## src/rtl/adder_nbit_serial.sv

```systemverilog
`default_nettype none
// ============================================================================
//  Module   : adder_nbit_serial
//  Purpose  : Multi-cycle WIDTH-bit ripple adder. Each clock, a chain of
//             CHUNK full-adder cells adds the low CHUNK bits of two operand
//             shift registers and the registered inter-chunk carry. After
//             NCHUNK = WIDTH/CHUNK cycles the result and the carry-out and
//             signed-overflow flags are loaded into output registers.
//
//  Ports    : clk        system clock, rising edge
//             rst        asynchronous reset, active-high
//             start      request; accepted while IDLE or DONE
//             a, b       operands, captured on an accepted start
//             carry_in   initial carry, captured on an accepted start
//             sub        (ADDER_NBIT_SUB_EN only) 1 = compute a - b
//             busy       high while a chunked add is in progress
//             done       one-cycle pulse when a new result is presented
//             sum        registered result of the last completed add
//             carry_out  carry out of bit WIDTH-1 of the last completed add
//             overflow   signed overflow of the last completed add
//
//  Options  : ADDER_NBIT_SUB_EN - when defined, adds the sub input. With
//             sub=1 the block captures ~b and forces the initial carry to 1
//             (carry_in is ignored), yielding a - b; carry_out=1 means no
//             borrow.
//
//  Revision : 1.0 - initial release
// ============================================================================
module adder_nbit_serial #(
    parameter int WIDTH = 16,
    parameter int CHUNK = 4
) (
    input  logic             clk,
    input  logic             rst,
    input  logic             start,
    input  logic [WIDTH-1:0] a,
    input  logic [WIDTH-1:0] b,
    input  logic             carry_in,
`ifdef ADDER_NBIT_SUB_EN
    input  logic             sub,
`endif
    output logic             busy,
    output logic             done,
    output logic [WIDTH-1:0] sum,
    output logic             carry_out,
    output logic             overflow
);

    localparam int NCHUNK = WIDTH / CHUNK;
    // Counter needs at least one bit even when a single chunk covers WIDTH.
    localparam int CW     = (NCHUNK > 1) ? $clog2(NCHUNK) : 1;

    localparam logic [CW-1:0] c_LAST_CNT = CW'(NCHUNK - 1);

    localparam logic [1:0] c_IDLE = 2'd0;
    localparam logic [1:0] c_RUN  = 2'd1;
    localparam logic [1:0] c_DONE = 2'd2;

    logic [1:0]       r_state;
    logic [WIDTH-1:0] r_a;
    logic [WIDTH-1:0] r_b;
    logic             r_carry;
    logic [CW-1:0]    r_cnt;

    logic             w_accept;
    logic             w_last;
    logic [WIDTH-1:0] w_b_cap;
    logic             w_cin_cap;
    logic [CHUNK-1:0] w_s;
    logic [CHUNK:0]   w_c;
    logic [WIDTH-1:0] w_result;

    // ------------------------------------------------------------------------
    // Operand conditioning at capture time
    // ------------------------------------------------------------------------
`ifdef ADDER_NBIT_SUB_EN
    // Two's-complement subtraction: a + ~b + 1.
    assign w_b_cap   = sub ? ~b   : b;
    assign w_cin_cap = sub ? 1'b1 : carry_in;
`else
    assign w_b_cap   = b;
    assign w_cin_cap = carry_in;
`endif

    // A start is only honoured outside RUN; the operation in flight is never
    // disturbed.
    assign w_accept = start && ((r_state == c_IDLE) || (r_state == c_DONE));
    assign w_last   = (r_cnt == c_LAST_CNT);

    // ------------------------------------------------------------------------
    // CHUNK-cell full-adder ripple chain on the low operand bits.
    // w_c[i] is the carry into cell i; w_c[CHUNK] leaves the chunk.
    // ------------------------------------------------------------------------
    always_comb begin
        w_c    = '0;
        w_s    = '0;
        w_c[0] = r_carry;
        for (int i = 0; i < CHUNK; i++) begin
            w_s[i]   = r_a[i] ^ r_b[i] ^ w_c[i];
            w_c[i+1] = (r_a[i] & r_b[i]) | (w_c[i] & (r_a[i] ^ r_b[i]));
        end
    end

    // ------------------------------------------------------------------------
    // Partial-sum register: chunk results enter from the MSB end, so after
    // the last chunk the first chunk has reached the LSBs. The final chunk is
    // combined directly into w_result, so only WIDTH-CHUNK bits need storage.
    // ------------------------------------------------------------------------
    generate
        if (NCHUNK > 1) begin : g_multi
            logic [WIDTH-CHUNK-1:0] r_psum;

            assign w_result = {w_s, r_psum};

            always_ff @(posedge clk or posedge rst) begin
                if (rst) begin
                    r_psum <= '0;
                end else if (w_accept) begin
                    r_psum <= '0;
                end else if (r_state == c_RUN) begin
                    r_psum <= w_result[WIDTH-1:CHUNK];
                end
            end
        end else begin : g_single
            assign w_result = w_s;
        end
    endgenerate

    // ------------------------------------------------------------------------
    // Control, operand shift registers, carry, counter and output registers
    // ------------------------------------------------------------------------
    always_ff @(posedge clk or posedge rst) begin
        if (rst) begin
            r_state   <= c_IDLE;
            r_a       <= '0;
            r_b       <= '0;
            r_carry   <= 1'b0;
            r_cnt     <= '0;
            sum       <= '0;
            carry_out <= 1'b0;
            overflow  <= 1'b0;
        end else if (w_accept) begin
            r_state <= c_RUN;
            r_a     <= a;
            r_b     <= w_b_cap;
            r_carry <= w_cin_cap;
            r_cnt   <= '0;
        end else begin
            case (r_state)
                c_RUN: begin
                    r_a     <= r_a >> CHUNK;
                    r_b     <= r_b >> CHUNK;
                    r_carry <= w_c[CHUNK];
                    r_cnt   <= r_cnt + CW'(1);
                    if (w_last) begin
                        r_state   <= c_DONE;
                        sum       <= w_result;
                        carry_out <= w_c[CHUNK];
                        // Signed overflow: carry into MSB differs from carry out.
                        overflow  <= w_c[CHUNK] ^ w_c[CHUNK-1];
                    end
                end
                c_DONE:  r_state <= c_IDLE;
                c_IDLE:  r_state <= c_IDLE;
                default: r_state <= c_IDLE;
            endcase
        end
    end

    assign busy = (r_state == c_RUN);
    assign done = (r_state == c_DONE);

endmodule
`default_nettype wire
```

## config.mk

```make
export PLATFORM = sky130hd
export DESIGN_NAME = adder_nbit_serial
export DESIGN_NICKNAME = d
export VERILOG_FILES = /design/src/rtl/adder_nbit_serial.sv
export SDC_FILE = /design/constraint.sdc
export NUM_CORES = 1
export LEC_CHECK = 0
export BUFFER_PORTS_ARGS = -buffer_cell sky130_fd_sc_hd__buf_2
export CORE_ASPECT_RATIO = 2
export CORE_UTILIZATION = 55
export DETAILED_ROUTE_END_ITERATION = 12
export PLACE_DENSITY = 0.83
export SLEW_MARGIN = 10
export SYNTH_ARGS = -nofsm -noshare
export SYNTH_HDL_FRONTEND = slang
export SYNTH_SLANG_ARGS = --single-unit
export TNS_END_PERCENT = 20
```

## constraint.sdc

```tcl
create_clock -name clk -period 3.1 [get_ports clk]
set_input_delay 0.775 -clock clk [delete_from_list [all_inputs] [get_ports clk]]
set_output_delay 0.775 -clock clk [all_outputs]
set_load 0.02 [all_outputs]
```

# [Yosys cells after proc, flatten, opt, wreduce, memory -nomap -nowiden]
# Index checks and enable logic that the tools add are counted.
[word_totals] ff_bits=67 elab_cells=54
[classes] n_addsub=1 eq_ne=4 muxes=13 n_bitwise=22 reduce_logical=5
[ops] operator="$mux W16" count=4
[ops] operator="$mux W12" count=2
[ops] operator="$mux W2" count=5
[ops] operator="$xor A1 B1 Y1" count=9
[ops] operator="$and A1 B1 Y1" count=8
[ops] operator="$eq A2 B2 Y1 const B" count=2
[ops] operator="$or A1 B1 Y1" count=4
[ops] operator="$ne A3 B1 Y1 const B" count=1
[ops] operator="$reduce_and A3 Y1" count=1
[ops] operator="$add A2 B1 Y2 const B" count=1
[ops] operator="$eq A2 B1 Y1 const B" count=1
[ops] operator="$logic_not A2 Y1" count=1
[ops] operator="$mux W1" count=2
[ops] operator="$reduce_bool A2 Y1" count=1
[ops] operator="$logic_and A1 B1 Y1" count=1
[ops] operator="$logic_or A1 B1 Y1" count=1
[ops] operator="$not A1 Y1" count=1

# [Longest topological paths before layout]
[depth] ltp_word=11 ltp_mapped=10 mapped_depth_nobuf=10

# [Worst setup path after synthesis]
# OpenSTA, ideal clock, no wires.
[synth_path] path_kind="register -> register" from="register r_a[0]" to="register sum[15]" t_arrival_ns=2.030 required_ns=3.017 path_slack_ns=0.987 stages_incl_launch_ff=9 path_buffers=0 period_less_slack_ns=2.113 cell_sequence="dfrtp_1 inv_1 fa_1 inv_1 fa_1 fa_1 inv_1 fa_1 o21ai_0"
[synth_via] elab_chain_len=8 elab_cells_between_ends=9 classes_between="9 x bitwise"
[synth_rtl] item="from (decl)" line_no="60" text="logic [WIDTH-1:0] r_a;"
[synth_rtl] item="from (signal assigned)" line_no="151" text="r_a <= r_a >> CHUNK;"
[synth_rtl] item="$xor A1 B1 Y1" line_no="100" text="w_c[i+1] = (r_a[i] & r_b[i]) | (w_c[i] & (r_a[i] ^ r_b[i]));"
[synth_rtl] item="$and A1 B1 Y1" line_no="100"
[synth_rtl] item="$or A1 B1 Y1 *" line_no="100"
[synth_rtl] item="$and A1 B1 Y1 *" line_no="100"
[synth_rtl] item="$or A1 B1 Y1 *" line_no="100"
[synth_rtl] item="$and A1 B1 Y1 *" line_no="100"
[synth_rtl] item="$or A1 B1 Y1 *" line_no="100"
[synth_rtl] item="$xor A1 B1 Y1 *" line_no="99" text="w_s[i] = r_a[i] ^ r_b[i] ^ w_c[i];"
[synth_rtl] item="to (signal assigned)" line_no="157" text="sum <= w_result;"
[synth_rtl] item="to (decl)" line_no="44" text="output logic [WIDTH-1:0] sum,"
# Every way passes the cells marked *; elsewhere a longest branch is shown, timed or not.
# A chain may end at the register's enable or synchronous reset.

# [Worst setup path after layout]
# Same ends and word-level chain as after synthesis.

==> impl_summary.md <==
Run status
The flow ran to the end, and the final reports show no timing, DRC or antenna violations.

STA
The number of pins exceeding their max-slew limit in the final report is 0. The hold violation count in the final report came to 0. The final critical-path required period is around 2.3 ns. At the pin with the least slew margin, the transition time is approximately 0.97 ns. The setup TNS is 0 ns. The worst-case headroom to the max-slew limit is 0.353. The fraction of the cycle the final worst path needs is 0.735. Setup violations remaining at the end of the flow were counted as 0. The maximum clock rate is 439 MHz. The worst clock skew is 0.00434 ns. Setup repair after global routing left no endpoint under its margin.

Die
The die is roughly 110 um tall. The top-level port count is between 50 and 60. The width of the die is ~54 um. The number of core rows is 37. The floorplan step defined a die boundary enclosing 5770 sq um.

For this configuration, the core starts out at a cell density of 0.578. The region available for standard cell placement spans between 5000 and 6000 sq um.

Critical path
The worst setup path startpoint is r_a[0]. The critical register-to-register path startpoint is r_a[0]. STA classifies the critical path endpoint as a register.

The critical register-to-register path endpoint is sum[15]. The endpoint required time on the critical path is 3.35 ns. In this run the worst setup path terminates at sum[15]. The count of cells along the worst register-to-register path is 8. The worst setup path is launched from a register. The flop-to-flop setup slack is ~0.82 ns. Of all nets on the critical path, the largest fanout is 3. The worst setup path is of the register to register kind. At the worst endpoint, the arrival time is 2.53 ns.

Power
Power spread over the standard cell area amounts to approximately 1100 nW/um^2. VDD sags by at most ~770 uV. The power after layout is 3.66 mW.

The reported leakage power is 1.71 nW.

Logic synthesis
The number of warnings issued by yosys is 0. The count of unique library cells instantiated by Yosys is 29. The share of the synthesized area in the top cell type is 0.559. In the post-synthesis netlist, the biggest area contributors are sky130_fd_sc_hd__dfrtp_1, sky130_fd_sc_hd__mux2_4, sky130_fd_sc_hd__a22o_1. When the netlist entered floorplanning its net count stood at approximately 290. The number of flip-flops and latches in the synthesized netlist is 67. The largest total area in the synthesized netlist belongs to sky130_fd_sc_hd__dfrtp_1. For this run, the register share of the synthesized area comes to 0.559. The synthesized netlist cell count is roughly 250.

The cell area that synthesis handed to floorplanning was around 3000 sq um. In this run the mean area of a mapped cell was 12.2 sq um.

Global route
The initial antenna violation count is 0. The first global-routing pass estimated just over 9 mm of wire. The number of global-route vias before repair is between 2000 and 2500. Summed over all layers, the global routing overflow is 0. The global-route usage over all layers is 0.227.

In the global route stage, met3 resource usage came out at 0.0558. The global routing stage identified its most utilized layer as met2. The met1 demand-to-capacity share in global routing is 0.265.

In the global route stage, met2 resource usage came out at 0.366. The largest net degree at the start of global routing is 35.

Routing
The post-detailed-routing wire length is between 5 and 6 mm. The detail route stage leaves a number of antenna-violating nets equal to 0. The first detailed-routing pass ran for 4 iterations. The total vias in the final route is 2049.

The ratio of routed vias to standard cells is between 5 and 6. After detailed routing, the number of remaining DRC violations is 0. For this block, the initial DRC count from the detailed router was 28. Dividing the detail-routed wire length by the instance count gives roughly 16 um.

CTS
TritonCTS built the clock tree. The buffer count from post-CTS setup fixing is 0. The sink count of the clock tree is 67. The number of buffers inserted for hold repair after clock tree synthesis is 0. The largest buffer count on any clock path is 2.

After clock tree synthesis, the clock-pin slew on the worst setup and hold paths is approximately 0.06 ns. After clock tree synthesis, the repair step resized 0 gates. The H-tree was split into 3 levels. The number of buffers created by CTS is 9.

The root cell of the clock tree is sky130_fd_sc_hd__clkbuf_8. The later pin in the worst-skew pair is clocked with a latency of between 0.3 and 0.4 ns.

Layout
Of the cells placed in the final design, the portion with a size suffix greater than 1 is 0.301. The number of nets at the end of the flow is around 340. The area added between synthesis and finish is 14.3%. The final standard cell count with taps included and fillers excluded is 360. 0 antenna diodes ended up in the layout.

Placed design
The count of input and output buffers is 55. The number of placed cells counting well taps is ~350. At the end of routability-driven placement, the weighted congestion stood at a little under 0.8. Once detailed placement completed, the half-perimeter wirelength came to a little over 4 mm.

Job
The number of maximum-capacitance constraint violations is 0.

Worst hold path
The class of the tightest hold or removal check is register to register.
-- critical path: stages, from the launching register on --
cell                      delay [ns]
sky130_fd_sc_hd__dfrtp_1        0.39
sky130_fd_sc_hd__inv_1          0.09
sky130_fd_sc_hd__fa_1           0.18
sky130_fd_sc_hd__inv_1          0.05
sky130_fd_sc_hd__fa_1           0.38
sky130_fd_sc_hd__fa_1           0.43
sky130_fd_sc_hd__inv_1          0.09
sky130_fd_sc_hd__fa_1           0.42
sky130_fd_sc_hd__o21ai_0        0.16
-- cells by family after synthesis --
family / share of synthesized area
and+or+nand+nor: 0.0543
AOI/OAI and AO/OA: 0.169
DFF: 0.559
muxes: 0.119
buffers and inverters: 0.0639
adders and majority gates: 0.0309
xor gates and xnor gates: 0.00292
-- flip-flops by register name, indices dropped and copies added (netlist names) --
register / cells
r_b: 16
carry_out: 1
r_state: 2
sum: 16
overflow: 1
r_a: 16
g_multi.r_psum: 12
r_carry: 1
r_cnt: 2
-- layout by cell type, fill, tap and decap left out, drive strengths merged, types with 4 or more instances in the layout --
cell,instances
o22ai,13
mux2,16
a211oi,12
o21ai,8
fa,4
dfrtp,67
clkbuf,13
a22o,16
nor2b,14
buf,61
nand2,4
inv,21
a21oi,26
mux2i,14
-- cells in the mapped netlist --
library cell                count
sky130_fd_sc_hd__dfrtp_1       67
sky130_fd_sc_hd__a21oi_1       26
sky130_fd_sc_hd__inv_1         20
sky130_fd_sc_hd__a22o_1        16
sky130_fd_sc_hd__mux2i_1       14
sky130_fd_sc_hd__nor2b_1       14
sky130_fd_sc_hd__o22ai_1       13
sky130_fd_sc_hd__a211oi_1      12
sky130_fd_sc_hd__mux2_4        10
sky130_fd_sc_hd__buf_2          9
sky130_fd_sc_hd__o21ai_0        8
sky130_fd_sc_hd__mux2_2         5
sky130_fd_sc_hd__fa_1           4
sky130_fd_sc_hd__nand2_1        4
sky130_fd_sc_hd__buf_4          3
sky130_fd_sc_hd__buf_6          3
sky130_fd_sc_hd__clkbuf_1       3
sky130_fd_sc_hd__nand3_1        3
sky130_fd_sc_hd__o2bb2ai_1      2
sky130_fd_sc_hd__a21o_1         1
sky130_fd_sc_hd__ha_1           1
sky130_fd_sc_hd__inv_2          1
sky130_fd_sc_hd__mux2_1         1
sky130_fd_sc_hd__nand2b_1       1
sky130_fd_sc_hd__nand2b_2       1
sky130_fd_sc_hd__nand3b_4       1
sky130_fd_sc_hd__nor2_1         1
sky130_fd_sc_hd__nor2_2         1
sky130_fd_sc_hd__xor2_1         1
-- worst min-delay path by stage --
stage / from / end / cells after the start
floorplan: g_multi.r_psum[1] / g_multi.r_psum[1] / 1
global placement: sum[15] / sum[15] / 2
detailed placement: sum[15] / sum[15] / 2
CTS: sum[15] / sum[15] / 2
global route: sum[15] / sum[15] / 2
finish: sum[15] / sum[15] / 2
-- through the flow --
step / setup WS, ns / util / hold slack, ns / area (sq um)
floorplan: 0.642 / - / 0.459 / 3000
global placement: 0.924 / 0.632 / 0.461 / 3280
detailed placement: 0.826 / 0.632 / 0.464 / 3280
CTS: 0.808 / 0.661 / 0.478 / 3430
global route: 0.733 / 0.661 / 0.498 / 3430
finish: 0.822 / 0.661 / 0.472 / 3430
-- cell type report --
class / count / area (sq um)
Fill cell: 426 / 1760
Clock buffer: 13 / 149
Multi-Input combinational cell: 140 / 1130
Sequential cell: 67 / 1680
Timing Repair Buffer: 61 / 320
Tap cell: 58 / 72.6
Inverter: 21 / 78.8
-- power breakdown --
part | internal (mW) | switching, mW | total, mW
clock | 0.300 | 0.282 | 0.581
sequential | 1.27 | 0.264 | 1.54
combinational | 0.707 | 0.836 | 1.54
-- layer usage --
| layer | part of all wire | wire length (um) | vias to the layer above |
|---|---|---|---|
| met1 | 0.39 | 2220 | 1009 |
| met3 | 0.031 | 175 | 13 |
| li1 | - | - | 983 |
| met4 | 0.027 | 155 | 0 |
| met5 | 0 | 0 | - |
| met2 | 0.55 | 3100 | 44 |
Note: power is estimated with default switching activity, not from simulation.
